**config.mk**
```make
export PLATFORM = sky130hd
export DESIGN_NAME = regfile_wb_arbiter
export DESIGN_NICKNAME = d
export VERILOG_FILES = /design/src/rtl/regfile_wb_arbiter.sv
export SDC_FILE = /design/constraint.sdc
export NUM_CORES = 1
export LEC_CHECK = 0
export CAP_MARGIN = 20
export CORE_ASPECT_RATIO = 0.9
export CORE_MARGIN = 4
export CORE_UTILIZATION = 47
export CTS_BUF_LIST = sky130_fd_sc_hd__clkbuf_8
export DETAILED_ROUTE_END_ITERATION = 7
export PLACE_DENSITY = 0.85
export SYNTH_ARGS = -nofsm -noshare
export SYNTH_HDL_FRONTEND = slang
export SYNTH_SLANG_ARGS = --single-unit
```
**constraint.sdc**
```tcl
create_clock -name clk -period 3.5 [get_ports clk]
set_clock_uncertainty 0.1 [all_clocks]
set_input_delay 0.35 -clock clk [delete_from_list [all_inputs] [get_ports clk]]
set_output_delay 0.35 -clock clk [all_outputs]
set_load 0.02 [all_outputs]
```
**src/rtl/regfile_wb_arbiter.sv**
```systemverilog
// rtl/regfile_wb_arbiter.sv - register file write-port arbiter with writeback scoreboard
// Two writeback requesters share one write port; a reservation scoreboard drives decode hazards.
module regfile_wb_arbiter #(
  parameter int DATA_W = 32,
  parameter int ADDR_W = 5,
  parameter bit RR_EN  = 1'b1
) (
  input  logic                   clk,
  input  logic                   nrst,
  input  logic                   req0_valid,
  input  logic [ADDR_W-1:0]      req0_addr,
  input  logic [DATA_W-1:0]      req0_data,
  output logic                   req0_ready,
  input  logic                   req1_valid,
  input  logic [ADDR_W-1:0]      req1_addr,
  input  logic [DATA_W-1:0]      req1_data,
  output logic                   req1_ready,
  input  logic                   rsv_en,
  input  logic [ADDR_W-1:0]      rsv_addr,
  input  logic [ADDR_W-1:0]      rd_addrA,
  input  logic [ADDR_W-1:0]      rd_addrB,
  output logic                   hazard_A,
  output logic                   hazard_B,
  output logic [2**ADDR_W-1:0]   busy_map,
  output logic                   wr_en,
  output logic [ADDR_W-1:0]      wr_addr,
  output logic [DATA_W-1:0]      wr_data
);

  localparam int NREG = 2**ADDR_W;

  logic            last_grant;
  logic            grant0;
  logic            grant1;
  logic [NREG-1:0] busy_next;

  // Grants are gated by reset so nothing is accepted while nrst is low.
  always_comb begin
    grant0 = 1'b0;
    grant1 = 1'b0;
    if (nrst) begin
      if (req0_valid && req1_valid) begin
        if (RR_EN) begin
          grant0 = last_grant;
          grant1 = ~last_grant;
        end else begin
          grant0 = 1'b1;
        end
      end else begin
        grant0 = req0_valid;
        grant1 = req1_valid;
      end
    end
  end

  assign req0_ready = grant0;
  assign req1_ready = grant1;

  always_ff @(posedge clk) begin
    if (!nrst) begin
      last_grant <= 1'b1;
    end else if (grant0) begin
      last_grant <= 1'b0;
    end else if (grant1) begin
      last_grant <= 1'b1;
    end
  end

  // Writes to r0 are accepted but never reach the register file.
  always_ff @(posedge clk) begin
    if (!nrst) begin
      wr_en   <= 1'b0;
      wr_addr <= '0;
      wr_data <= '0;
    end else if (grant0) begin
      wr_en   <= (req0_addr != '0);
      wr_addr <= req0_addr;
      wr_data <= req0_data;
    end else if (grant1) begin
      wr_en   <= (req1_addr != '0);
      wr_addr <= req1_addr;
      wr_data <= req1_data;
    end else begin
      wr_en   <= 1'b0;
    end
  end

  // Clear first, then set, so a same-edge reservation survives the retiring write.
  always_comb begin
    busy_next = busy_map;
    if (wr_en) begin
      busy_next[wr_addr] = 1'b0;
    end
    if (rsv_en && (rsv_addr != '0)) begin
      busy_next[rsv_addr] = 1'b1;
    end
  end

  always_ff @(posedge clk) begin
    if (!nrst) begin
      busy_map <= '0;
    end else begin
      busy_map <= busy_next;
    end
  end

  // The in-flight write term covers the cycle before the register file holds the data.
  assign hazard_A = (rd_addrA != '0) &&
                    (busy_map[rd_addrA] || (wr_en && (wr_addr == rd_addrA)));
  assign hazard_B = (rd_addrB != '0) &&
                    (busy_map[rd_addrB] || (wr_en && (wr_addr == rd_addrB)));

endmodule

```
==> results of run 1 <==
sequential cells by signal, indices dropped and copies added, names as in the netlist:
signal and flops:
busy_map 32, last_grant 1, wr_addr 5, wr_data 32, wr_en 1
per-stage QoR:
stage	total power [mW]	cell area (um^2)
4_1_cts	2.03	5750
3_5_place_dp	1.39	5570
5_1_grt	2.10	5770
6_report	2.02	5770
2_1_floorplan	1.15	3890
3_3_place_gp	1.38	5570
worst max-delay path by stage:
| stage | startpoint | to | slack [ns] |
|---|---|---|---|
| 2_1_floorplan | rd_addrB[0] | hazard_B | 1.40 |
| 3_3_place_gp | rd_addrA[1] | hazard_A | 0.31 |
| 3_5_place_dp | rd_addrB[0] | hazard_B | 0.20 |
| 4_1_cts | rd_addrB[0] | hazard_B | 0.19 |
| 5_1_grt | rd_addrB[0] | hazard_B | 0.02 |
| 6_report | rd_addrB[0] | hazard_B | 0.14 |
cell families (layout without fill, tap and decap cells):
| kind of cell | after synthesis | after routing | share of synthesized area (%) |
|---|---|---|---|
| compound gates | 121 | 121 | 23.4 |
| xor+xnor | 10 | 10 | 2.25 |
| buf+inv | 39 | 191 | 4.76 |
| flops | 71 | 71 | 36.6 |
| mux | 53 | 53 | 17.9 |
| simple gates | 127 | 127 | 15.1 |
metal layers:
metal  part of all wire [%]  up-vias
met3                    9.1       40
met2                     51      229
met4                    2.9        0
met1                     37     1929
met5                      0        -
li1                       -     1826
cell usage in the layout (no fill, tap or decap), types with 4 or more instances in the layout:
master           instances
clkdlybuf4s50_1        166
xor2_1                   4
mux4_2                  12
nand3_1                  4
nand3b_1                 5
a22oi_1                  7
clkbuf_8                11
nor2_1                   9
nor3b_1                  4
nand4_1                  4
mux2i_1                 40
a21boi_0                36
o21ai_0                 34
o211a_1                 33
buf_4                    6
dfxtp_1                 71
xnor2_1                  6
nand2_1                 80
inv_1                    5
power by group through the flow:
stage	clock network, mW	registers [mW]	logic, mW
after floorplan	0	0.944	0.203
after global placement	0	0.909	0.471
after detailed placement	0	0.911	0.481
after CTS	0.653	0.893	0.485
after global routing	0.684	0.899	0.522
final	0.641	0.894	0.488
worst max-delay path: stages:
cell and delay [ns]:
clkdlybuf4s50_1 0.64, buf_4 0.26, mux2i_1 0.09, a221oi_1 0.45, o21ai_0 0.18, nand2_1 0.11, a221oi_2 0.06, a21oi_1 0.13
clkdlybuf4s50_1 0.62
final cells by class:
type | count | area (um^2) | area share, %
clock buffer | 11 | 151 | 2.62
clock inverter | 2 | 33.8 | 0.585
inverter | 4 | 15.0 | 0.260
multi-input combinational | 311 | 2290 | 39.8
sequential | 71 | 1420 | 24.6
tap | 99 | 124 | 2.15
timing repair buffer | 174 | 1730 | 30.0
==> impl_metrics.ini, run 1 <==
[power]
vdd_drop_max_mv = 0.238
pwr-share-clk_pct = 31.7
seq_power_share_pct = 44.2
p_int_mw = 1.47
swShare_pct = 27.4
p_leak_nw = 2.32
combPwrFrac_pct = 24.1
switchingPower_uw = 554
powerDensity_nw_per_um2 = 351

[setup_path]
critPathLaunchType = input pin
end_kind = output port
cp_max_fo = 9
ff2ff_path_depth = 3
reg2reg_from = wr_addr[3]
worstSetupPathType = input pin to output port
rr_endpoint = busy_map[11]
cp.required_ns = 3.05
worstPathArrival_ns = 2.91
rrSetupSlack_ns = 1.77

[worst_hold_path]
holdPathEnd = last_grant
hold_path_depth = 2
worstHoldStart = nrst
hold_path.class = input pin to flop

[placement]
dp.cells = 658
dp_worst_setup_slack_ns = 0.202
portBuffers = 167
place.gp.congestion = 0.961
dp_hpwl_um = 9870

[synth]
synth_top_area_share_pct = 36.6
yosys-top-cells-count = 81 x nand2_1, 71 x dfxtp_1, 40 x mux2i_1
yosys_warnings = 0
netlist_area_um2 = 3890
netlist_instances = 421
synthTopCellsByArea = dfxtp_1 37%, mux2i_1 10%, o211a_1 8.5%
yosysTopAreaCell = dfxtp_1
synth_ff_type = dfxtp_1
synth.distinct_cells = 39
yosys.cell_count.top_type = nand2_1
synth-async-reset-ratio_pct = 0
ys_seq_area_share_pct = 36.6
synth_nets = 515
synth-seq-cells = 71
synth_edf_count = 0
syn_area_per_cell_um2 = 9.23

[timing]
tns_ns = 0
max_freq_ghz = 0.298
final-setup-viol-count = 0
fin_crit_sh_pct = 96.0
maxSlewViolCount = 0
rsz0062_at_grt = false
setup_ws_ns = 0.139
tightest_slew_ns = 0.970
final_hold_viol_count = 0
slew_headroom_pct = 35.2
period_minus_slack_ns = 3.36
hold_ws_ns = 0.271

[clock_tree]
cts_tree = built
cts_resized = 0
clock_latency_ns = 0.34
cts_setup_buffers = 0
clock-sinks = 71
root_buffer = clkbuf_8
cts_max_level = 3
postCtsHoldBufs = 0
clockBufferDepth = 2
cts.clk_slew.worst_paths_ns = 0.07
numCtsBuffers = 9

[run]
max-cap-violations = 0

[route]
drt_wl_total_um = 13400
drtPass1Iterations = 6
vias_per_cell = 5.99
route.detailed.drc = 0
vias = 4024
drt-initial-drc-count = 263
drt-wirelength-per-cell_um = 20.0
ant_nets = 0

[global_route]
grt_busiest_layer = met2
overflow = 0
grt_max_degree = 66
use_met2_pct = 45.5
track_usage_pct = 26.4
grt_pass1_vias = 4009
met1_usage_pct = 30.2
gr-usage-met3_pct = 7.77
grt_pass1_wl_um = 20500
antenna_found_initial = 0

[floorplan]
rows = 31
die_w_um = 104
die_area_um2 = 9790
ioPinCount = 168
core_area_um2 = 8070
die_h_um = 94.3
start_util_pct = 48.2

[cells_and_area]
nets = 665
fillers = 620
drive_above_1_share_pct = 6.46
syn_to_final_growth_pct = 48.5
num_antenna_cells = 0
final_util_pct = 71.5
stdcell_count = 672

[run_status]
status = finished clean
(Power assumes the default switching activity.)
==> run 2: changes to the inputs <==
--- a/config.mk
+++ b/config.mk
@@ -5,10 +5,11 @@
 export SDC_FILE = /design/constraint.sdc
 export NUM_CORES = 1
 export LEC_CHECK = 0
+export ABC_AREA = 1
 export CAP_MARGIN = 20
 export CORE_ASPECT_RATIO = 0.9
 export CORE_MARGIN = 4
-export CORE_UTILIZATION = 47
+export CORE_UTILIZATION = 48
 export CTS_BUF_LIST = sky130_fd_sc_hd__clkbuf_8
 export DETAILED_ROUTE_END_ITERATION = 7
 export PLACE_DENSITY = 0.85
==> impl_metrics.ini, run 2 <==
[placement]
dp_hpwl_um = 11300
place.gp.congestion = 0.980
dp_worst_setup_slack_ns = 0.446
portBuffers = 167

[clock_tree]
clockBufferDepth = 2
postCtsHoldBufs = 0
clock_latency_ns = 0.35
root_buffer = clkbuf_8
cts_resized = 0
numCtsBuffers = 9
cts.clk_slew.worst_paths_ns = 0.08
cts_max_level = 3
cts_setup_buffers = 0
cts_tree = built
clock-sinks = 71

[synth]
yosys_warnings = 0
synthTopCellsByArea = dfxtp_1 35%, nand2_1 16%, nand3_1 8.9%
synth-seq-cells = 71
netlist_area_um2 = 4040
yosys-top-cells-count = 176 x nand2_1, 79 x inv_1, 72 x nand3_1
synth_ff_type = dfxtp_1
syn_area_per_cell_um2 = 6.55
synth-async-reset-ratio_pct = 0
yosysTopAreaCell = dfxtp_1
synth_edf_count = 0
ys_seq_area_share_pct = 35.2
synth_nets = 711
synth.distinct_cells = 31
synth_top_area_share_pct = 35.2
yosys.cell_count.top_type = nand2_1
netlist_instances = 617

[global_route]
overflow = 0
grt_max_degree = 43
track_usage_pct = 28.9
grt_pass1_vias = 4764
grt_pass1_wl_um = 23200
antenna_found_initial = 0

[timing]
final-setup-viol-count = 0
maxSlewViolCount = 0
setup_ws_ns = 0.366
tns_ns = 0
slew_headroom_pct = 38.5
fin_crit_sh_pct = 89.5
tightest_slew_ns = 0.916
final_hold_viol_count = 0
period_minus_slack_ns = 3.13
rsz0062_at_grt = false
max_freq_ghz = 0.319

[route]
ant_nets = 0
vias = 4927
drtPass1Iterations = 5
vias_per_cell = 5.63
drt-initial-drc-count = 556
route.detailed.drc = 0
drt-wirelength-per-cell_um = 16.7
drt_wl_total_um = 14700

[floorplan]
start_util_pct = 49.8
core_area_um2 = 8110
die_h_um = 95.0
ioPinCount = 168
rows = 31
die_area_um2 = 9950
die_w_um = 105

[setup_path]
end_kind = output port
cp.required_ns = 3.05
cp_cell_sequence = clkdlybuf4s50_1 > clkinv_1 > nand3_1 > nand3_1 > nand3_1 > nand2_1 > nand2_1 > nand3_1 > nand2_1 > inv_1 > clkdlybuf4s50_1
path_buf_inv = 4
worstPathArrival_ns = 2.68
critPathLaunchType = input pin
cp_max_fo = 11
cpMostUsedCell = nand3_1
path_delay_family = buffers and inverters
crit_slowest_cell = clkdlybuf4s50_1
max_stage_delay_ns = 0.78
worstSetupPathType = input pin to output port

[power]
vdd_drop_max_mv = 0.308
p_leak_nw = 2.45
powerDensity_nw_per_um2 = 345

[cells_and_area]
layout_common_cells = 176 x nand2_1, 167 x clkdlybuf4s50_1, 79 x inv_1
final_util_pct = 72.3
syn_to_final_growth_pct = 45.1
num_antenna_cells = 0
drive_above_1_share_pct = 5.28
mostFrequentLayoutCell = nand2_1
nets = 865
largestRegisters = busy_map (32), wr_data (32), wr_addr (5)
fillers = 673

[run]
max-cap-violations = 0

[run_status]
status = finished clean

[worst_hold_path]
hold_path.class = flop to flop
run 2: layout make-up:
class                   instances  area (um^2)  share of cell area [%]
repair buffers                173         1720                    29.3
inverters                      87          334                    5.70
clock inverters                 6         43.8                   0.747
flip-flops and latches         71         1420                    24.2
well taps                      99          124                    2.11
multi-input cells             429         2080                    35.6
clock buffers                  10          138                    2.35
run 2: path summary, 6_finish.rpt:
path / startpoint / to / slack, ns / depth (start not counted)
min reg2reg: busy_map[7] / busy_map[7] / 0.40 / 2
min: busy_map[7] / busy_map[7] / 0.40 / 2
max: rd_addrB[1] / hazard_B / 0.37 / 11
max reg2reg: last_grant / wr_addr[2] / 1.64 / 8
run 2: worst reg2reg max path: cells and delay by family (launching register included):
| kind | cells | cell delay [ns] |
|---|---|---|
| and+or+nand+nor | 5 | 0.73 |
| DFF | 1 | 0.34 |
| AOI/OAI and AO/OA | 1 | 0.25 |
| buffers and inverters | 2 | 0.32 |
run 2: where the power goes:
| part | leakage, nW | internal [mW] | switching [mW] | total, mW |
|---|---|---|---|---|
| registers | 0.581 | 0.851 | 0.0345 | 0.886 |
| logic | 1.78 | 0.249 | 0.288 | 0.537 |
| clock network | 0.0930 | 0.280 | 0.322 | 0.602 |
| total | 2.45 | 1.38 | 0.644 | 2.02 |
run 2: logic make-up after synthesis:
group / share of synthesized area, %
buf+inv: 13.2
xor+xnor: 0.217
flops: 35.2
simple gates: 30.0
compound gates: 21.4
run 2: metal layers:
metal  wire length (um)  vias up  GRT usage (%)
met4                669        0           15.6
li1                   -     2348              -
met1               5880     2238           34.7
met2               6700      281           48.0
met5                  0        -              0
met3               1400       60           7.38
run 2: per-stage QoR:
step	power [mW]	instance area (um^2)	hold slack [ns]	instances
floorplan	1.18	4040	0.379	617
global placement	1.43	5680	0.377	859
detailed placement	1.43	5680	0.381	859
CTS	2.02	5860	0.399	875
global route	2.12	5860	0.411	875
finish	2.02	5860	0.402	875
